## config.mk

```make
export PLATFORM = sky130hd
export DESIGN_NAME = adc_spi_responder
export DESIGN_NICKNAME = d
export VERILOG_FILES = /design/src/rtl/adc_spi_pkg.sv /design/src/rtl/spi_pin_sync.sv /design/src/rtl/adc_spi_responder.sv
export SDC_FILE = /design/constraint.sdc
export NUM_CORES = 1
export LEC_CHECK = 0
export CELL_PAD_IN_SITES_DETAIL_PLACEMENT = 1
export CELL_PAD_IN_SITES_GLOBAL_PLACEMENT = 2
export CORE_MARGIN = 2
export CORE_UTILIZATION = 34
export CTS_CLUSTER_SIZE = 20
export DETAILED_ROUTE_END_ITERATION = 10
export GPL_TIMING_DRIVEN = 0
export MAX_ROUTING_LAYER = met4
export PLACE_DENSITY = 0.86
export SLEW_MARGIN = 20
export SYNTH_ARGS = -nofsm -noshare
export SYNTH_HDL_FRONTEND = slang
export SYNTH_SLANG_ARGS = --single-unit
```

## constraint.sdc

```tcl
create_clock -name clk -period 3.2 [get_ports clk]
set_input_delay 0.64 -clock clk [delete_from_list [all_inputs] [get_ports clk]]
set_output_delay 0.64 -clock clk [all_outputs]
set_load 0.02 [all_outputs]
```

## src/rtl/adc_spi_pkg.sv

```systemverilog
// adc_spi_pkg
// Definitions shared by the serial-ADC responder and the master-side ADC
// interface: responder state encoding, command/sample widths and the bit
// positions of SGL, ODD and MSBF inside the decoded command word.
package adc_spi_pkg;

    localparam int CMD_BITS  = 3;
    localparam int DATA_BITS = 12;

    // Positions inside the {SGL, ODD, MSBF} command word
    localparam int CMD_SGL_POS  = 2;
    localparam int CMD_ODD_POS  = 1;
    localparam int CMD_MSBF_POS = 0;

    typedef enum logic [2:0] {
        ST_IDLE,
        ST_WAIT_START,
        ST_CMD,
        ST_NULLBIT,
        ST_DATA_MSB,
        ST_DATA_LSB,
        ST_TRAIL
    } adc_state_e;

endpackage

```

## src/rtl/spi_pin_sync.sv

```systemverilog
// spi_pin_sync
// Brings one asynchronous SPI pin into the clk domain through SYNC_STAGES
// flops, then compares against one more flop to flag edges.
//   clk, sys_rst : system clock, synchronous active-high reset
//   pin_in       : raw asynchronous pin
//   level        : synchronized pin level
//   rise / fall  : single-cycle edge flags, aligned with level
module spi_pin_sync #(
    parameter int   SYNC_STAGES = 2,
    parameter logic IDLE_LEVEL  = 1'b0
) (
    input  logic clk,
    input  logic sys_rst,
    input  logic pin_in,
    output logic level,
    output logic rise,
    output logic fall
);

    logic [SYNC_STAGES-1:0] sync_q, sync_d;
    logic                   prev_q, prev_d;

    always_comb begin
        sync_d = (sync_q << 1) | SYNC_STAGES'(pin_in);
        prev_d = sync_q[SYNC_STAGES-1];
    end

    // Reset to the pin's idle level so no phantom edge is seen after reset
    always_ff @(posedge clk) begin
        if (sys_rst) begin
            sync_q <= {SYNC_STAGES{IDLE_LEVEL}};
            prev_q <= IDLE_LEVEL;
        end else begin
            sync_q <= sync_d;
            prev_q <= prev_d;
        end
    end

    assign level = sync_q[SYNC_STAGES-1];
    assign rise  = level & ~prev_q;
    assign fall  = ~level & prev_q;

endmodule

```

## src/rtl/adc_spi_responder.sv

```systemverilog
// adc_spi_responder
// Emulates a two-channel 12-bit SPI ADC. Decodes {start, SGL, ODD, MSBF}
// from the master, snapshots a single-ended or saturated differential sample
// and shifts it back MSB-first (optionally followed by an LSB-first replay).
//   clk, sys_rst          : system clock, synchronous active-high reset
//   adc_cs_n/sclk/din     : asynchronous master pins (CS, SCLK, MOSI)
//   adc_dout, adc_dout_oe : MISO and its output enable
//   ch0_value, ch1_value  : parallel channel samples
//   frame_done/abort      : one-cycle status pulses
//   last_cmd              : {SGL, ODD, MSBF} of the last decoded command
//   frame_count           : completed frames, wraps at 256
module adc_spi_responder #(
    parameter int DATA_BITS   = 12,
    parameter int SYNC_STAGES = 2
) (
    input  logic                 clk,
    input  logic                 sys_rst,
    input  logic                 adc_cs_n,
    input  logic                 adc_sclk,
    input  logic                 adc_din,
    output logic                 adc_dout,
    output logic                 adc_dout_oe,
    input  logic [DATA_BITS-1:0] ch0_value,
    input  logic [DATA_BITS-1:0] ch1_value,
    output logic                 frame_done,
    output logic                 frame_abort,
    output logic [2:0]           last_cmd,
    output logic [7:0]           frame_count
);

    import adc_spi_pkg::*;

    localparam int CNT_W = $clog2(DATA_BITS + 1);

    logic cs_lvl_unused, cs_rise, cs_fall;
    logic sclk_lvl_unused, sclk_rise, sclk_fall;
    logic din_lvl, din_rise_unused, din_fall_unused;

    spi_pin_sync #(.SYNC_STAGES(SYNC_STAGES), .IDLE_LEVEL(1'b1)) u_sync_cs (
        .clk(clk), .sys_rst(sys_rst), .pin_in(adc_cs_n),
        .level(cs_lvl_unused), .rise(cs_rise), .fall(cs_fall)
    );

    spi_pin_sync #(.SYNC_STAGES(SYNC_STAGES), .IDLE_LEVEL(1'b0)) u_sync_sclk (
        .clk(clk), .sys_rst(sys_rst), .pin_in(adc_sclk),
        .level(sclk_lvl_unused), .rise(sclk_rise), .fall(sclk_fall)
    );

    spi_pin_sync #(.SYNC_STAGES(SYNC_STAGES), .IDLE_LEVEL(1'b0)) u_sync_din (
        .clk(clk), .sys_rst(sys_rst), .pin_in(adc_din),
        .level(din_lvl), .rise(din_rise_unused), .fall(din_fall_unused)
    );

    adc_state_e           state_q, state_d;
    logic                 dout_q, dout_d;
    logic [CNT_W-1:0]     cnt_q, cnt_d;
    logic [1:0]           cmd_q, cmd_d;
    logic [DATA_BITS-1:0] sample_q, sample_d;
    logic [2:0]           last_cmd_q, last_cmd_d;
    logic                 done_q, done_d;
    logic                 abort_q, abort_d;
    logic [7:0]           count_q, count_d;

    logic [DATA_BITS:0]   diff_01, diff_10;
    logic [DATA_BITS-1:0] snap;

    // Sample selected by the SGL/ODD bits collected so far; the extra top
    // bit of each difference is the borrow that forces saturation to zero.
    always_comb begin
        diff_01 = {1'b0, ch0_value} - {1'b0, ch1_value};
        diff_10 = {1'b0, ch1_value} - {1'b0, ch0_value};
        if (cmd_q[1]) begin
            snap = cmd_q[0] ? ch1_value : ch0_value;
        end else if (cmd_q[0]) begin
            snap = diff_10[DATA_BITS] ? '0 : diff_10[DATA_BITS-1:0];
        end else begin
            snap = diff_01[DATA_BITS] ? '0 : diff_01[DATA_BITS-1:0];
        end
    end

    // cnt_q counts command bits in CMD, the remaining MSB-first bits in
    // DATA_MSB (12 down to 0) and the next LSB-first bit index in DATA_LSB.
    always_comb begin
        state_d    = state_q;
        dout_d     = dout_q;
        cnt_d      = cnt_q;
        cmd_d      = cmd_q;
        sample_d   = sample_q;
        last_cmd_d = last_cmd_q;
        done_d     = 1'b0;
        abort_d    = 1'b0;
        count_d    = count_q;

        case (state_q)
            ST_IDLE: begin
                dout_d = 1'b0;
                // A coincident SCLK rise is the first rise of the new frame
                if (cs_fall) begin
                    state_d = ST_WAIT_START;
                    if (sclk_rise && din_lvl) begin
                        state_d = ST_CMD;
                        cnt_d   = '0;
                    end
                end
            end
            ST_TRAIL: begin
                dout_d = 1'b0;
                if (cs_rise) begin
                    state_d = ST_IDLE;
                end
            end
            default: begin
                // Deselect mid-frame wins over any SCLK edge in the same cycle
                if (cs_rise) begin
                    state_d = ST_IDLE;
                    dout_d  = 1'b0;
                    abort_d = 1'b1;
                end else begin
                    case (state_q)
                        ST_WAIT_START: begin
                            if (sclk_rise && din_lvl) begin
                                state_d = ST_CMD;
                                cnt_d   = '0;
                            end
                        end
                        ST_CMD: begin
                            if (sclk_rise) begin
                                if (cnt_q == CNT_W'(CMD_BITS - 1)) begin
                                    last_cmd_d[CMD_SGL_POS]  = cmd_q[1];
                                    last_cmd_d[CMD_ODD_POS]  = cmd_q[0];
                                    last_cmd_d[CMD_MSBF_POS] = din_lvl;
                                    sample_d = snap;
                                    state_d  = ST_NULLBIT;
                                end else begin
                                    cmd_d = {cmd_q[0], din_lvl};
                                    cnt_d = cnt_q + CNT_W'(1);
                                end
                            end
                        end
                        ST_NULLBIT: begin
                            if (sclk_fall) begin
                                dout_d  = 1'b0;
                                cnt_d   = CNT_W'(DATA_BITS);
                                state_d = ST_DATA_MSB;
                            end
                        end
                        ST_DATA_MSB: begin
                            if (sclk_fall) begin
                                if (cnt_q == '0) begin
                                    dout_d  = 1'b0;
                                    state_d = ST_TRAIL;
                                    done_d  = 1'b1;
                                    count_d = count_q + 8'd1;
                                end else begin
                                    dout_d = sample_q[cnt_q - CNT_W'(1)];
                                    cnt_d  = cnt_q - CNT_W'(1);
                                    // B0 just went out: LSB-first replay starts at B1
                                    if (cnt_q == CNT_W'(1) && !last_cmd_q[CMD_MSBF_POS]) begin
                                        state_d = ST_DATA_LSB;
                                        cnt_d   = CNT_W'(1);
                                    end
                                end
                            end
                        end
                        ST_DATA_LSB: begin
                            if (sclk_fall) begin
                                if (cnt_q == CNT_W'(DATA_BITS)) begin
                                    dout_d  = 1'b0;
                                    state_d = ST_TRAIL;
                                    done_d  = 1'b1;
                                    count_d = count_q + 8'd1;
                                end else begin
                                    dout_d = sample_q[cnt_q];
                                    cnt_d  = cnt_q + CNT_W'(1);
                                end
                            end
                        end
                        default: begin
                        end
                    endcase
                end
            end
        endcase
    end

    always_ff @(posedge clk) begin
        if (sys_rst) begin
            state_q    <= ST_IDLE;
            dout_q     <= 1'b0;
            cnt_q      <= '0;
            cmd_q      <= '0;
            sample_q   <= '0;
            last_cmd_q <= '0;
            done_q     <= 1'b0;
            abort_q    <= 1'b0;
            count_q    <= '0;
        end else begin
            state_q    <= state_d;
            dout_q     <= dout_d;
            cnt_q      <= cnt_d;
            cmd_q      <= cmd_d;
            sample_q   <= sample_d;
            last_cmd_q <= last_cmd_d;
            done_q     <= done_d;
            abort_q    <= abort_d;
            count_q    <= count_d;
        end
    end

    assign adc_dout    = dout_q;
    assign adc_dout_oe = (state_q != ST_IDLE);
    assign frame_done  = done_q;
    assign frame_abort = abort_q;
    assign last_cmd    = last_cmd_q;
    assign frame_count = count_q;

endmodule
```

* Yosys cells after proc, flatten, opt, wreduce, memory -nomap -nowiden *
Index checks and enable logic that the tools add are counted.

cells by class
  reduce and logical (&&, ||, !) cells = 19
  muxes and demuxes = 54
  add/subtract/negate cells = 5
  $lt $le $gt $ge = 2
  equality and inequality tests = 32
  bitwise gates (word level) = 15

operators by type and width
  kind                 number
  $mux 12              5
  $mux 4               11
  $mux 3               12
  $mux 8               4
  $sub 12x12->13       2
  $reduce_and 11->1    2
  $ne 4x4->1 const B   5
  $pmux 4 s5           1
  $pmux 8 s2           1
  $ne 3x3->1 const B   5
  $pmux 3 s5           1
  $ne 2x2->1 const B   7
  $mux 1               12
  $lt 4x5->1 const B   2
  $reduce_and 5->1     2
  $eq 3x3->1 const B   3
  $add 8x1->8 const B  1
  $bmux 1 s4           2
  $ne 4x3->1 const B   2
  $not 1->1            8
  $pmux 4 s2           1
  $reduce_and 7->1     1
  $reduce_bool 7->1    1
  $eq 3x2->1 const B   2
  other kinds (26)     34

word-level totals
  logic and storage cells = 141
  register bits after elaboration = 43
  output and inout bits = 15
  input bits = 29

* Logic depth before layout (Yosys ltp) *
  depth after elaboration = 8
  depth in mapped cells = 10
  mapped depth without buffers = 10

* Modules after synthesis *
From an unflattened synthesis, not the netlist that was laid out.

unflattened totals
  cell total of the unflattened synthesis = 477
  area, all modules = 3,739.8 sq um

modules (own cells, without submodules)
  module                         cells an instance  sequential area each (sq um)  times used  area an instance (sq um)
  adc_spi_responder              453                700.7                         1           3,464.6
  spi_pin_sync (u_sync_din ...)  8                  60.1                          2           91.3
  spi_pin_sync (u_sync_cs)       8                  60.1                          1           92.6

* Worst setup path before layout *
Ideal clock, no wire load.

  path kind = input port to flip-flop
  start = in ch1_value[0]
  end = reg sample_q[2]
  buffers on the path = 0
  cell stages on the path = 10
  path slack = 0.663 ns
  arrival = 2.407 ns
  cells stage by stage = inv_1 -> ha_1 -> inv_1 -> fa_1 -> a21oi_1 -> o2111a_1 -> o21ai_1 -> a32o_1 -> a221oi_1 -> nor3_1

on the way
  cells in the longest elaborated chain, start to end = 4
  elaborated cells between the ends (all ways) = 6
  those cells by class = add/sub: 2; mux: 4

ends and longest elaborated chain
  what                               line                                              RTL
  start, declared                    adc_spi_responder.sv:24                           input logic [DATA_BITS-1:0] ch1_value,
  $sub 12x12->13 (on tied branches)  adc_spi_responder.sv:70, adc_spi_responder.sv:71
  $mux 12 (on tied branches)         adc_spi_responder.sv:77, adc_spi_responder.sv:75
  $mux 12 (*)                        adc_spi_responder.sv:74                           end else if (cmd_q[0]) begin
  $mux 12 (*)                        adc_spi_responder.sv:72                           if (cmd_q[1]) begin
  end signal, assigned               adc_spi_responder.sv:202                          sample_q <= sample_d;
  end, declared                      adc_spi_responder.sv:58                           logic [DATA_BITS-1:0] sample_q, sample_d;

Mark *: on every way between the ends. The rest lies on a longest branch, timed or not.
A chain may end at the register's enable or synchronous reset.

* Worst setup path after layout *
Ends and elaborated chain as after synthesis.

==> results.json <==
{
  "cts_setup_buffers": 0,
  "cts_inserted_buffers": 5,
  "synthTopCellsByArea": "dfxtp_1 22%, ha_1 9.2%, a21oi_1 4.5%",
  "dpl_cell_area_sq_um": 4539,
  "cp.required_ns": 3.36,
  "cts_hold_buf": 0,
  "start_util_pct": 34.57,
  "die_h_um": 111.5,
  "boundaryPins": 44,
  "grt_util_all_layers_pct": 20.42,
  "design_area_sq_um": 4708,
  "finish.utilization_pct": 41.41,
  "setup_ws_ns": 0.1293,
  "rsz0062_at_grt": "false",
  "hold_viol": 0,
  "status": "complete, no violations",
  "fin_crit_sh_pct": 95.96,
  "n_fill_cell": 1415,
  "post-route-drc-count": 0,
  "vdd_drop_max_uv": 195.2,
  "detailroute.via_count": 3926,
  "clk_latency_ns": 0.29,
  "synth_flop_cell": "dfxtp_1",
  "drt_first_pass_iters": 5,
  "fp-row-count": 39,
  "portBuffers": 43,
  "die_width_um": 111.5,
  "gp_congestion": 0.8943,
  "p_leak_nw": 1.829,
  "cp.arrival_ns": 3.23,
  "clock_sinks": 43,
  "wl_per_cell_um": 17.61,
  "grt_pass1_vias": 4032,
  "grt_pass1_wl_mm": 20.38,
  "relSlewSlack_pct": 56.61,
  "fin_skew_ns": 0.006318,
  "overflow": 0,
  "cts.clk_slew.worst_paths_ns": 0.07,
  "worstMarginPinSlew_ns": 0.6509,
  "final_nets": 611,
  "layout_common_cells": "43 x dfxtp_1, 43 x clkdlybuf4s50_1, 40 x nand2_1, 34 x a21oi_1",
  "area_growth_pct": 19.80,
  "setup_tns_ns": 0,
  "dp_hpwl_mm": 9.615,
  "htreeDepth": 2,
  "synth_cell_types": 67,
  "startpoint_type": "input pin",
  "min_path_type": "reg -> reg",
  "synth_edf_count": 0,
  "first_iter_violations": 213,
  "drive_gt1_share_pct": 10.14,
  "synth_cells": 501,
  "synthArstFlopShare_pct": 0,
  "holdWs_ns": 0.4178,
  "pre_cts_slack_ns": -0.3013,
  "yosys_warnings": 0,
  "grt_max_degree": 15,
  "antenna_found_initial": 0,
  "setup_violations": 0,
  "synthesis.area_sq_um": 3930,
  "yosysTopAreaCellShare_pct": 21.90,
  "fin_crit_ns": 3.071,
  "power_density_nw_per_um2": 361.9,
  "die-area_sq_um": 12430,
  "n_antenna_cell": 0,
  "wl_mm": 12.24,
  "end_kind": "register",
  "cts.path.max_buffers": 2,
  "core_sq_um": 11370,
  "syn_area_per_cell_sq_um": 7.844,
  "antenna_left": 0,
  "syn_nets": 561,
  "path_max_fanout": 6,
  "fmax_ghz": 0.3257,
  "yosysTopAreaCell": "dfxtp_1",
  "via_per_inst": 5.649,
  "cts-root-buf": "clkbuf_16",
  "drv_cap": 0,
  "slew_violations": 0,
  "critPathKind": "in -> reg",
  "ys_ff_latch": 43,
  "cts-resized-gates": 0,
  "cts_tree": "yes",
  "synth-seq-area-share_pct": 21.90
}
## through the flow
| step | std cells | power, W |
|---|---|---|
| global placement | 687 | 0.001147 |
| detailed placement | 687 | 0.001161 |
| CTS | 695 | 0.001705 |
| global route | 695 | 0.001795 |
| finish | 695 | 0.001704 |
| floorplan | 501 | 0.0009869 |
## registers in the layout, indices dropped and copies added (netlist names), 3 cells and up
signal and count:
sample_q 12, frame_count 8, cnt_q 4, last_cmd 3
state_q 3
## synth_stat cells, drive strengths merged (6+ instances only)
master  count
a22oi       6
clkbuf     16
nor2       33
nand3      13
a31oi      11
nand4      10
nand2      41
nor2b      12
inv        32
nand3b     10
a21o       13
and2        6
nor3       16
xnor2       7
mux4        6
buf        19
a21oi      36
nand2b      8
a211oi     11
ha         29
xor2       12
dfxtp      43
o21ai      36
mux2i      11
o21bai      6
## cells by family after synthesis
kind of cell | count (synthesis) | share of synthesized area, %
adders and majority gates | 31 | 10.25
buffers and inverters | 67 | 7.291
AOI/OAI and AO/OA | 156 | 27.35
DFF | 43 | 21.90
and+or+nand+nor | 168 | 22.73
xor gates and xnor gates | 19 | 4.234
muxes | 17 | 6.240
## power breakdown
group | total, W | switching (W) | internal, W
registers | 0.000559 | 0.0000108 | 0.000548
logic | 0.000601 | 0.000355 | 0.000246
clock network | 0.000544 | 0.000231 | 0.000312
total | 0.00170 | 0.000597 | 0.00111
## final cells by class
class	count	area, sq um	area share, %
Buffer	35	166.4	3.534
Clock buffer	6	138.9	2.950
Clock inverter	2	16.27	0.3455
Inverter	32	120.1	2.551
Multi-Input combinational cell	391	2796	59.39
Sequential cell	43	860.8	18.28
Tap cell	143	178.9	3.800
Timing Repair Buffer	43	430.4	9.142
## worst max-delay path, stage by stage
cell and delay, ns:
clkdlybuf4s50_1 0.51, ha_1 0.19, inv_1 0.06, fa_1 0.42, a211oi_1 0.40, nor2_2 0.15
a41oi_2 0.32, a211oi_4 0.15, a221oi_2 0.29, nor3_1 0.07
## path summary, 6_finish.rpt
check,startpoint,to,slack [ns],depth (start not counted)
hold reg to reg,u_sync_cs.sync_q[0],u_sync_cs.sync_q[1],0.42,1
setup reg to reg,cnt_q[0],state_q[1],0.66,9
setup / recovery,ch1_value[0],sample_q[2],0.13,10
hold / removal,u_sync_cs.sync_q[0],u_sync_cs.sync_q[1],0.42,1
## routing by layer
metal | vias to the layer above | global-route usage [%] | wire length, um
met3 | 11 | 1.851 | 271
met2 | 61 | 37.93 | 6302
met1 | 1932 | 24.36 | 5552
met5 | - | - | 0
li1 | 1922 | - | -
met4 | 0 | 3.374 | 109
Note: power is estimated with default switching activity, not from simulation.
